**config.mk**
```make
export PLATFORM = sky130hd
export DESIGN_NAME = hazard_bubble_ctrl_flat
export DESIGN_NICKNAME = d
export VERILOG_FILES = /design/src/rtl/hazard_bubble_ctrl_pkg.sv /design/src/rtl/hazard_bubble_ctrl_if.sv /design/src/rtl/hazard_lu_detect.sv /design/src/rtl/hazard_bubble_ctrl.sv /design/src/flat_wrapper.sv
export SDC_FILE = /design/constraint.sdc
export NUM_CORES = 1
export LEC_CHECK = 0
export ABC_AREA = 0
export BUFFER_PORTS_ARGS = -buffer_cell sky130_fd_sc_hd__buf_4
export CAP_MARGIN = 15
export CELL_PAD_IN_SITES_DETAIL_PLACEMENT = 1
export CELL_PAD_IN_SITES_GLOBAL_PLACEMENT = 2
export CORE_ASPECT_RATIO = 0.75
export CORE_MARGIN = 5
export CORE_UTILIZATION = 31
export DETAILED_ROUTE_END_ITERATION = 16
export GPL_TIMING_DRIVEN = 0
export PLACE_DENSITY_LB_ADDON = 0.05
export SLEW_MARGIN = 10
export SYNTH_ARGS = -nofsm -noshare
export SYNTH_HDL_FRONTEND = slang
export SYNTH_HIERARCHICAL = 1
export SYNTH_SLANG_ARGS = --single-unit
export TNS_END_PERCENT = 30
```
**constraint.sdc**
```tcl
create_clock -name clk -period 4 [get_ports clk]
set_input_delay 0.4 -clock clk [delete_from_list [all_inputs] [get_ports clk]]
set_output_delay 0.4 -clock clk [all_outputs]
set_load 0.1 [all_outputs]
```
**src/rtl/hazard_bubble_ctrl_pkg.sv**
```systemverilog
`default_nettype none
// ============================================================================
// Module   : hazard_bubble_ctrl_pkg
// Brief    : Shared control-bundle bit map, widths and FSM encoding.
// Revision : 1.0
// ============================================================================
package hazard_bubble_ctrl_pkg;

    localparam int CTRL_W = 11;
    localparam int REG_W  = 5;

    // Control bundle bit map, MSB first: BRANCH .. ALUOP[1:0]
    localparam int IDX_ALUOP_LO = 0;
    localparam int IDX_ALUOP_HI = 1;
    localparam int IDX_PCSEL    = 2;
    localparam int IDX_RETURN   = 3;
    localparam int IDX_REGWRITE = 4;
    localparam int IDX_ALUSRC   = 5;
    localparam int IDX_MEMWRITE = 6;
    localparam int IDX_MEMTOREG = 7;
    localparam int IDX_MEMREAD  = 8;
    localparam int IDX_JUMP     = 9;
    localparam int IDX_BRANCH   = 10;

    typedef enum logic [0:0] {
        ST_RUN     = 1'b0,
        ST_MC_WAIT = 1'b1
    } hz_state_t;

endpackage
`default_nettype wire

```
**src/rtl/hazard_bubble_ctrl_if.sv**
```systemverilog
`default_nettype none
// ============================================================================
// Module   : hazard_bubble_ctrl_if
// Brief    : ID-side inputs and ID/EX / fetch-control outputs of the hazard unit.
// Revision : 1.0
// ============================================================================
interface hazard_bubble_ctrl_if #(
    parameter int CTRL_W = hazard_bubble_ctrl_pkg::CTRL_W,
    parameter int REG_W  = hazard_bubble_ctrl_pkg::REG_W,
    parameter int BCNT_W = 16
);
    logic [CTRL_W-1:0] id_ctrl;
    logic [REG_W-1:0]  id_rd;
    logic [REG_W-1:0]  id_rs1;
    logic [REG_W-1:0]  id_rs2;
    logic              id_use_rs1;
    logic              id_use_rs2;
    logic              id_mc;
    logic              ex_redirect;
    logic [CTRL_W-1:0] ex_ctrl;
    logic [REG_W-1:0]  ex_rd;
    logic              pc_write;
    logic              ifid_write;
    logic              ifid_flush;
    logic              mc_busy;
    logic [BCNT_W-1:0] bubble_cnt;

    modport master (
        output id_ctrl, id_rd, id_rs1, id_rs2, id_use_rs1, id_use_rs2, id_mc, ex_redirect,
        input  ex_ctrl, ex_rd, pc_write, ifid_write, ifid_flush, mc_busy, bubble_cnt
    );

    modport slave (
        input  id_ctrl, id_rd, id_rs1, id_rs2, id_use_rs1, id_use_rs2, id_mc, ex_redirect,
        output ex_ctrl, ex_rd, pc_write, ifid_write, ifid_flush, mc_busy, bubble_cnt
    );
endinterface
`default_nettype wire

```
**src/rtl/hazard_lu_detect.sv**
```systemverilog
`default_nettype none
// ============================================================================
// Module   : hazard_lu_detect
// Brief    : Combinational load-use compare between the EX load and ID sources.
// Revision : 1.0
// ============================================================================
module hazard_lu_detect #(
    parameter int REG_W = hazard_bubble_ctrl_pkg::REG_W
) (
    input  wire             ex_memread,
    input  wire [REG_W-1:0] ex_rd,
    input  wire [REG_W-1:0] id_rs1,
    input  wire [REG_W-1:0] id_rs2,
    input  wire             id_use_rs1,
    input  wire             id_use_rs2,
    output logic            lu
);
    logic w_rs1_hit;
    logic w_rs2_hit;

    // x0 never carries a forwarded load value, so it cannot create a hazard
    assign w_rs1_hit = id_use_rs1 && (id_rs1 == ex_rd);
    assign w_rs2_hit = id_use_rs2 && (id_rs2 == ex_rd);
    assign lu        = ex_memread && (ex_rd != '0) && (w_rs1_hit || w_rs2_hit);

endmodule
`default_nettype wire

```
**src/rtl/hazard_bubble_ctrl.sv**
```systemverilog
`default_nettype none
// ============================================================================
// Module   : hazard_bubble_ctrl
// Brief    : ID/EX control register owner: load-use stall, multi-cycle hold,
//            redirect squash and saturating bubble counter.
// Revision : 1.0
// ============================================================================
module hazard_bubble_ctrl #(
    parameter int CTRL_W      = hazard_bubble_ctrl_pkg::CTRL_W,
    parameter int MEMREAD_IDX = hazard_bubble_ctrl_pkg::IDX_MEMREAD,
    parameter int REG_W       = hazard_bubble_ctrl_pkg::REG_W,
    parameter int MC_LAT      = 4,
    parameter int BCNT_W      = 16
) (
    input wire clk,
    input wire reset,
    hazard_bubble_ctrl_if.slave bus
);
    import hazard_bubble_ctrl_pkg::*;

    localparam int CNT_W = $clog2(MC_LAT);

    hz_state_t         r_state;
    hz_state_t         w_state_nxt;
    logic [CNT_W-1:0]  r_cnt;
    logic [CNT_W-1:0]  w_cnt_nxt;
    logic [CTRL_W-1:0] r_ex_ctrl;
    logic [REG_W-1:0]  r_ex_rd;
    logic [BCNT_W-1:0] r_bcnt;

    logic w_lu;
    logic w_bubble;
    logic w_issue;
    logic w_pc_write;
    logic w_ifid_write;
    logic w_ifid_flush;
    logic w_mc_busy;

    hazard_lu_detect #(
        .REG_W (REG_W)
    ) u_lu_detect (
        .ex_memread (r_ex_ctrl[MEMREAD_IDX]),
        .ex_rd      (r_ex_rd),
        .id_rs1     (bus.id_rs1),
        .id_rs2     (bus.id_rs2),
        .id_use_rs1 (bus.id_use_rs1),
        .id_use_rs2 (bus.id_use_rs2),
        .lu         (w_lu)
    );

    always_comb begin
        w_state_nxt  = r_state;
        w_cnt_nxt    = r_cnt;
        w_bubble     = 1'b0;
        w_issue      = 1'b0;
        w_pc_write   = 1'b1;
        w_ifid_write = 1'b1;
        w_ifid_flush = 1'b0;
        w_mc_busy    = 1'b0;
        // Reset pins the fetch controls to free-running regardless of ID/EX inputs
        if (reset) begin
            w_state_nxt = ST_RUN;
            w_cnt_nxt   = '0;
        end else if (bus.ex_redirect) begin
            w_ifid_flush = 1'b1;
            w_bubble     = 1'b1;
            w_state_nxt  = ST_RUN;
            w_cnt_nxt    = '0;
        end else if (r_state == ST_MC_WAIT) begin
            w_pc_write   = 1'b0;
            w_ifid_write = 1'b0;
            w_mc_busy    = 1'b1;
            w_cnt_nxt    = r_cnt - 1'b1;
            if (r_cnt == CNT_W'(1)) begin
                w_state_nxt = ST_RUN;
            end
        end else if (w_lu) begin
            w_pc_write   = 1'b0;
            w_ifid_write = 1'b0;
            w_bubble     = 1'b1;
        end else begin
            w_issue = 1'b1;
            // The issue cycle is the first EX cycle, so MC_LAT-1 cycles remain
            if (bus.id_mc) begin
                w_state_nxt = ST_MC_WAIT;
                w_cnt_nxt   = CNT_W'(MC_LAT - 1);
            end
        end
    end

    always_ff @(posedge clk or posedge reset) begin
        if (reset) begin
            r_state <= ST_RUN;
            r_cnt   <= '0;
        end else begin
            r_state <= w_state_nxt;
            r_cnt   <= w_cnt_nxt;
        end
    end

    always_ff @(posedge clk or posedge reset) begin
        if (reset) begin
            r_ex_ctrl <= '0;
            r_ex_rd   <= '0;
        end else if (w_bubble) begin
            r_ex_ctrl <= '0;
            r_ex_rd   <= '0;
        end else if (w_issue) begin
            r_ex_ctrl <= bus.id_ctrl;
            r_ex_rd   <= bus.id_rd;
        end
    end

    always_ff @(posedge clk or posedge reset) begin
        if (reset) begin
            r_bcnt <= '0;
        end else if (w_bubble && (r_bcnt != '1)) begin
            r_bcnt <= r_bcnt + 1'b1;
        end
    end

    assign bus.ex_ctrl    = r_ex_ctrl;
    assign bus.ex_rd      = r_ex_rd;
    assign bus.pc_write   = w_pc_write;
    assign bus.ifid_write = w_ifid_write;
    assign bus.ifid_flush = w_ifid_flush;
    assign bus.mc_busy    = w_mc_busy;
    assign bus.bubble_cnt = r_bcnt;

endmodule
`default_nettype wire

```
**src/flat_wrapper.sv**
```systemverilog
// flat-port wrapper written by rule: the top's interface ports become plain ports
module hazard_bubble_ctrl_flat import hazard_bubble_ctrl_pkg::*;
#(
    parameter int CTRL_W      = hazard_bubble_ctrl_pkg::CTRL_W,
    parameter int MEMREAD_IDX = hazard_bubble_ctrl_pkg::IDX_MEMREAD,
    parameter int REG_W       = hazard_bubble_ctrl_pkg::REG_W,
    parameter int MC_LAT      = 4,
    parameter int BCNT_W      = 16
)
  (clk, reset, bus_id_ctrl, bus_id_rd, bus_id_rs1, bus_id_rs2, bus_id_use_rs1, bus_id_use_rs2, bus_id_mc, bus_ex_redirect, bus_ex_ctrl, bus_ex_rd, bus_pc_write, bus_ifid_write, bus_ifid_flush, bus_mc_busy, bus_bubble_cnt);
  hazard_bubble_ctrl_if #(.CTRL_W(CTRL_W), .REG_W(REG_W), .BCNT_W(BCNT_W)) bus_i ();
  input wire clk;
  input wire reset;
  input wire logic [$bits(bus_i.id_ctrl)-1:0] bus_id_ctrl;
  input wire logic [$bits(bus_i.id_rd)-1:0] bus_id_rd;
  input wire logic [$bits(bus_i.id_rs1)-1:0] bus_id_rs1;
  input wire logic [$bits(bus_i.id_rs2)-1:0] bus_id_rs2;
  input wire logic [$bits(bus_i.id_use_rs1)-1:0] bus_id_use_rs1;
  input wire logic [$bits(bus_i.id_use_rs2)-1:0] bus_id_use_rs2;
  input wire logic [$bits(bus_i.id_mc)-1:0] bus_id_mc;
  input wire logic [$bits(bus_i.ex_redirect)-1:0] bus_ex_redirect;
  output wire logic [$bits(bus_i.ex_ctrl)-1:0] bus_ex_ctrl;
  output wire logic [$bits(bus_i.ex_rd)-1:0] bus_ex_rd;
  output wire logic [$bits(bus_i.pc_write)-1:0] bus_pc_write;
  output wire logic [$bits(bus_i.ifid_write)-1:0] bus_ifid_write;
  output wire logic [$bits(bus_i.ifid_flush)-1:0] bus_ifid_flush;
  output wire logic [$bits(bus_i.mc_busy)-1:0] bus_mc_busy;
  output wire logic [$bits(bus_i.bubble_cnt)-1:0] bus_bubble_cnt;
  assign bus_i.id_ctrl = bus_id_ctrl;
  assign bus_i.id_rd = bus_id_rd;
  assign bus_i.id_rs1 = bus_id_rs1;
  assign bus_i.id_rs2 = bus_id_rs2;
  assign bus_i.id_use_rs1 = bus_id_use_rs1;
  assign bus_i.id_use_rs2 = bus_id_use_rs2;
  assign bus_i.id_mc = bus_id_mc;
  assign bus_i.ex_redirect = bus_ex_redirect;
  assign bus_ex_ctrl = bus_i.ex_ctrl;
  assign bus_ex_rd = bus_i.ex_rd;
  assign bus_pc_write = bus_i.pc_write;
  assign bus_ifid_write = bus_i.ifid_write;
  assign bus_ifid_flush = bus_i.ifid_flush;
  assign bus_mc_busy = bus_i.mc_busy;
  assign bus_bubble_cnt = bus_i.bubble_cnt;
  hazard_bubble_ctrl #(.CTRL_W(CTRL_W), .MEMREAD_IDX(MEMREAD_IDX), .REG_W(REG_W), .MC_LAT(MC_LAT), .BCNT_W(BCNT_W)) u_core (.clk(clk), .reset(reset), .bus(bus_i));
endmodule
```
* After elaboration in Yosys (flattened, before gate mapping)
Cells that the tools add are included.
** Word-level totals
- Register bits after elaboration :: 35
- Input port bits :: 32
- Output and inout port bits :: 36
- Logic and storage cells :: 52
** Cells by class
- Add/sub/neg operators :: 2
- Eq/ne operators :: 5
- Mux-type cells :: 30
- Reduce and logical (&&, ||, !) cells :: 10
** Operators with widths (number)
- $mux W11 :: 2
- $mux W1 :: 21
- $add A16 B1 Y16 const B :: 1
- $ne A16 B16 Y1 const B :: 1
- $eq A5 B5 Y1 :: 2
- $mux W2 :: 5
- $mux W5 :: 2
- $logic_and A1 B1 Y1 :: 5
- $reduce_bool A5 Y1 :: 1
- $ne A4 B3 Y1 const B :: 1
- $reduce_bool A4 Y1 :: 1
- $eq A2 B1 Y1 const B :: 1
- $reduce_and A2 Y1 :: 1
- $reduce_bool A2 Y1 :: 1
- $sub A2 B1 Y2 const B :: 1
- $logic_or A1 B1 Y1 :: 1

* Logic depth before layout (Yosys ltp)
- Depth after elaboration :: 10
- Gate-level depth with buffers :: 8
- Gate-level depth less buffers :: 8

* By module
The synthesis kept the hierarchy.
** Modules (own cells, without submodules)
- hazard_bubble_ctrl :: instances 1, cells an instance 172, area each 1722.9 µm², seq. area each 875.8 µm²
- hazard_lu_detect :: instances 1, cells an instance 17, area each 133.9 µm², seq. area each 0.0 µm²

* Worst setup path after synthesis
OpenSTA, ideal clock, no wires.
- Kind :: reg2out
- Start point :: register u_core.r_ex_rd[0] (netlist: u_core/bus.ex_rd[0])
- End point :: output bus_pc_write
- Arrival time :: 3.682 ns
- Setup slack :: -0.082 ns
- Stages on the path, launching flop included :: 6
- Cell sequence :: dfrtp_1 -> or4_1 -> o21ai_1 -> a21oi_1 -> o211ai_1 -> buf_4
** On the way
- Longest elaborated chain between the ends :: 8
- Elaborated cells between the ends (all ways) :: 12
- Those cells by class :: 2 x eq/ne; 4 x mux; 6 x reduce/logical
** Ends and longest elaborated chain
- start: declaration :: line hazard_bubble_ctrl.sv:28 : logic [REG_W-1:0] r_ex_rd;
- start signal: assignment :: line hazard_bubble_ctrl.sv:110 : r_ex_rd <= bus.id_rd;
- $eq A5 B5 Y1 (on tied branches) :: line hazard_lu_detect.sv:22, hazard_lu_detect.sv:23
- $logic_and A1 B1 Y1 (on tied branches) :: line hazard_lu_detect.sv:22, hazard_lu_detect.sv:23
- $logic_or A1 B1 Y1 :: line hazard_lu_detect.sv:24 : assign lu = ex_memread && (ex_rd != '0) && (w_rs1_hit || w_rs2_hit);
- $logic_and A1 B1 Y1 (*) :: line hazard_lu_detect.sv:24
- via u_core.w_lu :: line hazard_bubble_ctrl.sv:31 : logic w_lu;
- $mux W1 (*) (4 in series)
- end: declaration :: line flat_wrapper.sv:24 : output wire logic [$bits(bus_i.pc_write)-1:0] bus_pc_write;
The timed path passes the listed nets; every way through them passes the cells marked *.

* Worst setup path in the final report
- Start point :: register u_core.r_ex_rd[0] (netlist: u_core/bus.ex_rd[0])
- End point :: output bus_pc_write
** On the way
- Longest elaborated chain between the ends :: 8
- Elaborated cells between the ends (all ways) :: 12
- Those cells by class :: 2 x eq/ne; 4 x mux; 6 x reduce/logical
** Ends and longest elaborated chain
- $eq A5 B5 Y1 (on tied branches) :: line hazard_lu_detect.sv:22, hazard_lu_detect.sv:23
- $logic_and A1 B1 Y1 (on tied branches) :: line hazard_lu_detect.sv:22, hazard_lu_detect.sv:23
- $logic_or A1 B1 Y1 :: line hazard_lu_detect.sv:24
- $logic_and A1 B1 Y1 (*) :: line hazard_lu_detect.sv:24
- via u_core.w_lu :: line hazard_bubble_ctrl.sv:31
- $mux W1 (*) :: line hazard_bubble_ctrl.sv:77 : end else if (w_lu) begin
- $mux W1 (*) :: line hazard_bubble_ctrl.sv:69 : end else if (r_state == ST_MC_WAIT) begin
- $mux W1 (*) :: line hazard_bubble_ctrl.sv:64 : end else if (bus.ex_redirect) begin
- $mux W1 (*) :: line hazard_bubble_ctrl.sv:61 : if (reset) begin
Marked as above.

==> results.rst <==
.. list-table::
   :header-rows: 1

   * - Metric
     - Value
   * - Outcome
     - finished clean
   * - Total negative slack for setup checks
     - 0 ns
   * - Detailed placer's ending HPWL
     - 4.020 mm
   * - Post-cts gate resize count
     - 0
   * - Most used standard cells in the synthesized netlist
     - nand2_1 (39), dfrtp_1 (35), nand3_1 (22), xor2_1 (16), nor3_1 (8)
   * - Total clock buffers created by CTS
     - 5
   * - Post-layout instance count excluding filler cells
     - about 340
   * - Clock latency on the worst-skew pair
     - about 0.28 ns
   * - Synthesis-stage register bit count
     - 35
   * - Horizontal extent of the die
     - ~99 µm
   * - CTS Hold Bufs
     - 0
   * - Largest stage delay on the critical path
     - roughly 0.44 ns
   * - Routed length per placed instance
     - 15.35 µm
   * - Syn Inst Count
     - between 150 and 200
   * - Area inside the core boundary
     - between 5000 and 6000 µm²
   * - Number of buffers and inverters on the critical path
     - 2
   * - Leak pwr
     - between 1 and 1.5 nW
   * - Layout Area Growth over Synthesis
     - 37.60%
   * - Share of flip-flops with an asynchronous set or reset
     - 100.0%
   * - Number of antenna violations at the first check in global routing
     - 0
   * - Antenna diode count
     - 0
   * - Mux share of post-synthesis cell area
     - between 3 and 4%
   * - Area share of the largest cell type after synthesis
     - 47.17%
   * - CP max FO
     - 5
   * - Power Dens Cells
     - about 520 nW/µm²
   * - Total Power
     - ~1.3 mW
   * - Synthesized-area fraction occupied by and/or/nand/nor cells
     - slightly below 30%
   * - Global-route wire length before repair
     - slightly below 9 mm
   * - Most used DFF post-synth
     - dfrtp_1
   * - Total of warnings raised by yosys
     - 6
   * - Starting Density
     - about a third
   * - Total DRC errors in the routed layout
     - 0
   * - Worst-margin pin slew
     - approximately 0.63 ns
   * - Required time at the endpoint of the critical path
     - 3.60 ns
   * - Worst hold margin
     - 0.07754 ns
   * - Final Max Tran Viols
     - 0
   * - Library cell occupying the most area in the post-synthesis netlist
     - dfrtp_1
   * - Slowest stage cell, crit path
     - dfrtp_2
   * - Count of input and output buffers
     - 66
   * - Dominant cells by area after synthesis
     - dfrtp_1 (47%), nand2_1 (7.9%), xor2_1 (7.5%)
   * - Total wire length after detailed routing
     - between 5 and 6 mm
   * - Arrival time worst endpoint
     - about 2.3 ns
   * - Dominant combinational cell family by area after synthesis
     - simple AND/OR/NAND/NOR gates
   * - Clock transition at the registers of the reported paths
     - approximately 0.070 ns
   * - Number of flops mapped to enable cells by yosys
     - 0
   * - Mapped Avg Cell Area
     - 9.824 µm²
   * - Fraction of layout instances using a drive strength above 1
     - roughly 38%
   * - H-Tree Level Count
     - 2
   * - Pin count of the biggest net entering global routing
     - 29
   * - Synth Area in Compound Gates
     - 5.930%
   * - Area share of xor/xnor cells in the synthesized design
     - 9.434%
   * - Unrepaired setup endpoints after global routing
     - false
   * - Post-synth net total
     - between 200 and 250
   * - Relative max-transition margin
     - 58.28%
   * - Netlist area before placement
     - about 1900 µm²
   * - Buffer cell driving the clock tree root
     - clkbuf_8
   * - Via count
     - about 1600
   * - Vias in the first global route
     - 1764
   * - Number of buffers added for setup after CTS
     - 0
   * - Sequential share of the synthesized area
     - between 40% and 50%
   * - Iter 0 DRT Violations
     - 24
   * - Synth unique cells
     - 44
   * - Final critical-path share of the clock period
     - 68.31%
   * - Clock buffer depth
     - 2
   * - Filler Cell Count
     - 705
   * - Final GP Congestion
     - 0.6863
   * - Number of clock sinks
     - 35
   * - Count of boundary I/O pins
     - a little under 70
   * - Post-layout min period
     - ~2.7 ns
   * - Top-count cell post-synth
     - nand2_1
   * - CTS tree
     - built
   * - Placed cell count
     - around 330
   * - Number of hold violations in the final report
     - 0
   * - Max VDD drop
     - slightly below 0.2 mV
   * - Min-delay worst type
     - in -> async
   * - Final-stage net count
     - between 200 and 300
   * - Dominant delay contributor by cell family on the critical path
     - compound AO/OA/AOI/OAI gates
   * - Critical-path cell list
     - xor2_1 -> nor4_2 -> nand3_1 -> a21oi_1 -> o211ai_1 -> buf_4 -> buf_4
   * - Height of the die
     - slightly below 80 µm
   * - Post-DR vias/cell
     - 4.810
   * - Residual antenna-violating net count after detailed routing
     - 0
   * - Crit Path Class
     - reg -> out
   * - Global Route Usage Sum
     - 14.54%
   * - Utilization after layout
     - a little over two fifths
   * - Type of origin of the critical path
     - flip-flop
   * - Type of element capturing the critical path
     - output port
   * - Die Outline Area
     - 7654 µm²
   * - Final setup violation count
     - 0
   * - Final setup skew
     - about 0.0045 ns
   * - Total global routing overflow
     - 0
   * - Number of optimization iterations in the first detailed-route pass
     - 4
   * - Synth Area in Adders
     - roughly 1.3%
   * - Placement Rows
     - 24
   * - Maxcap violations
     - 0
   * - Fmax
     - between 300 and 400 MHz
   * - Most frequent cell on the critical path
     - buf_4
[cell type report]
cell class,instances,area [µm²],area share [%]
buffer,6,45.04,1.763
multi-input combinational,141,909.6,35.60
clock inverter,1,5.005,0.1959
clock buffer,7,76.32,2.987
sequential,35,879.6,34.43
tap,78,97.59,3.820
inverter,7,26.28,1.028
timing repair buffer,67,515.5,20.18
[power breakdown]
group          switching, mW  internal (mW)  total, mW  leakage [nW]
clock                  0.127          0.122      0.249        0.0422
combinational          0.460          0.139      0.598         0.775
sequential            0.0691          0.403      0.472         0.444
total                  0.655          0.664       1.32          1.26
[state kept, by name, summed over array words and instances, names as in the netlist]
| register | cells |
|---|---|
| u_core/r_cnt | 2 |
| u_core/bus.ex_rd | 5 |
| u_core/bus.bubble_cnt | 16 |
| u_core/r_state | 1 |
| u_core/bus.ex_ctrl | 11 |
[cells by family (layout without fill, tap and decap cells)]
group / Yosys count / in the layout
AO/OA/AOI/OAI: 15 / 15
XOR/XNOR: 20 / 20
adder cells (fa/ha/maj): 2 / 2
buffers and inverters: 13 / 88
flip-flops: 35 / 35
multiplexers: 5 / 5
AND/OR/NAND/NOR: 99 / 99
[stage by stage]
step           worst slack (ns)  instance area, µm²
2_1_floorplan          0.001067                1861
3_3_place_gp              1.155                2454
3_5_place_dp              1.318                2474
4_1_cts                   1.224                2555
5_1_grt                   1.115                2555
6_report                  1.268                2555
[cell usage in the layout, fill, tap and decap left out, drive strengths merged]
cell type  synthesis  layout
a2111oi            2       2
a211o              1       1
a21o               2       2
a21oi              5       5
a41oi              1       1
and3               2       2
and4               1       1
buf                3      70
clkbuf             3      10
clkinv             0       1
dfrtp             35      35
ha                 2       2
inv                7       7
mux2               4       4
mux2i              1       1
nand2             39      39
nand2b             2       2
nand3             23      23
nand4              4       4
nor2               5       5
nor2b              1       1
nor3               9       9
nor3b              1       1
nor4               8       8
nor4b              1       1
o211ai             1       1
o21ai              2       2
o31ai              1       1
or3                1       1
or4                2       2
xnor2              4       4
xor2              16      16
[layer usage]
metal  vias to the layer above  global-route usage, %  wire, µm
met3                         4                  4.261       260
li1                        802                      -         -
met4                         0                  4.093        47
met2                        38                  21.72      2313
met1                       801                  20.34      2629
met5                         -                      0         0
[path summary, 6_finish.rpt]
kind	startpoint	cells past startpoint	endpoint	slack [ns]
setup / recovery	u_core/bus.ex_rd[0]$_DFFE_PP0P_	7	bus_pc_write	1.27
hold / removal	reset	2	u_core/r_state$_DFF_PP0_	0.08
setup reg to reg	u_core/bus.ex_rd[0]$_DFFE_PP0P_	8	u_core/bus.bubble_cnt[8]$_DFFE_PP0P_	1.38
hold reg to reg	u_core/bus.ex_ctrl[0]$_DFFE_PP0P_	2	u_core/bus.ex_ctrl[0]$_DFFE_PP0P_	0.47
max in group asynchronous	reset	3	u_core/bus.ex_rd[2]$_DFFE_PP0P_	3.48
min in group clk	bus_ex_redirect	2	u_core/r_state$_DFF_PP0_	0.31
Power figures use the tool's default switching activity.
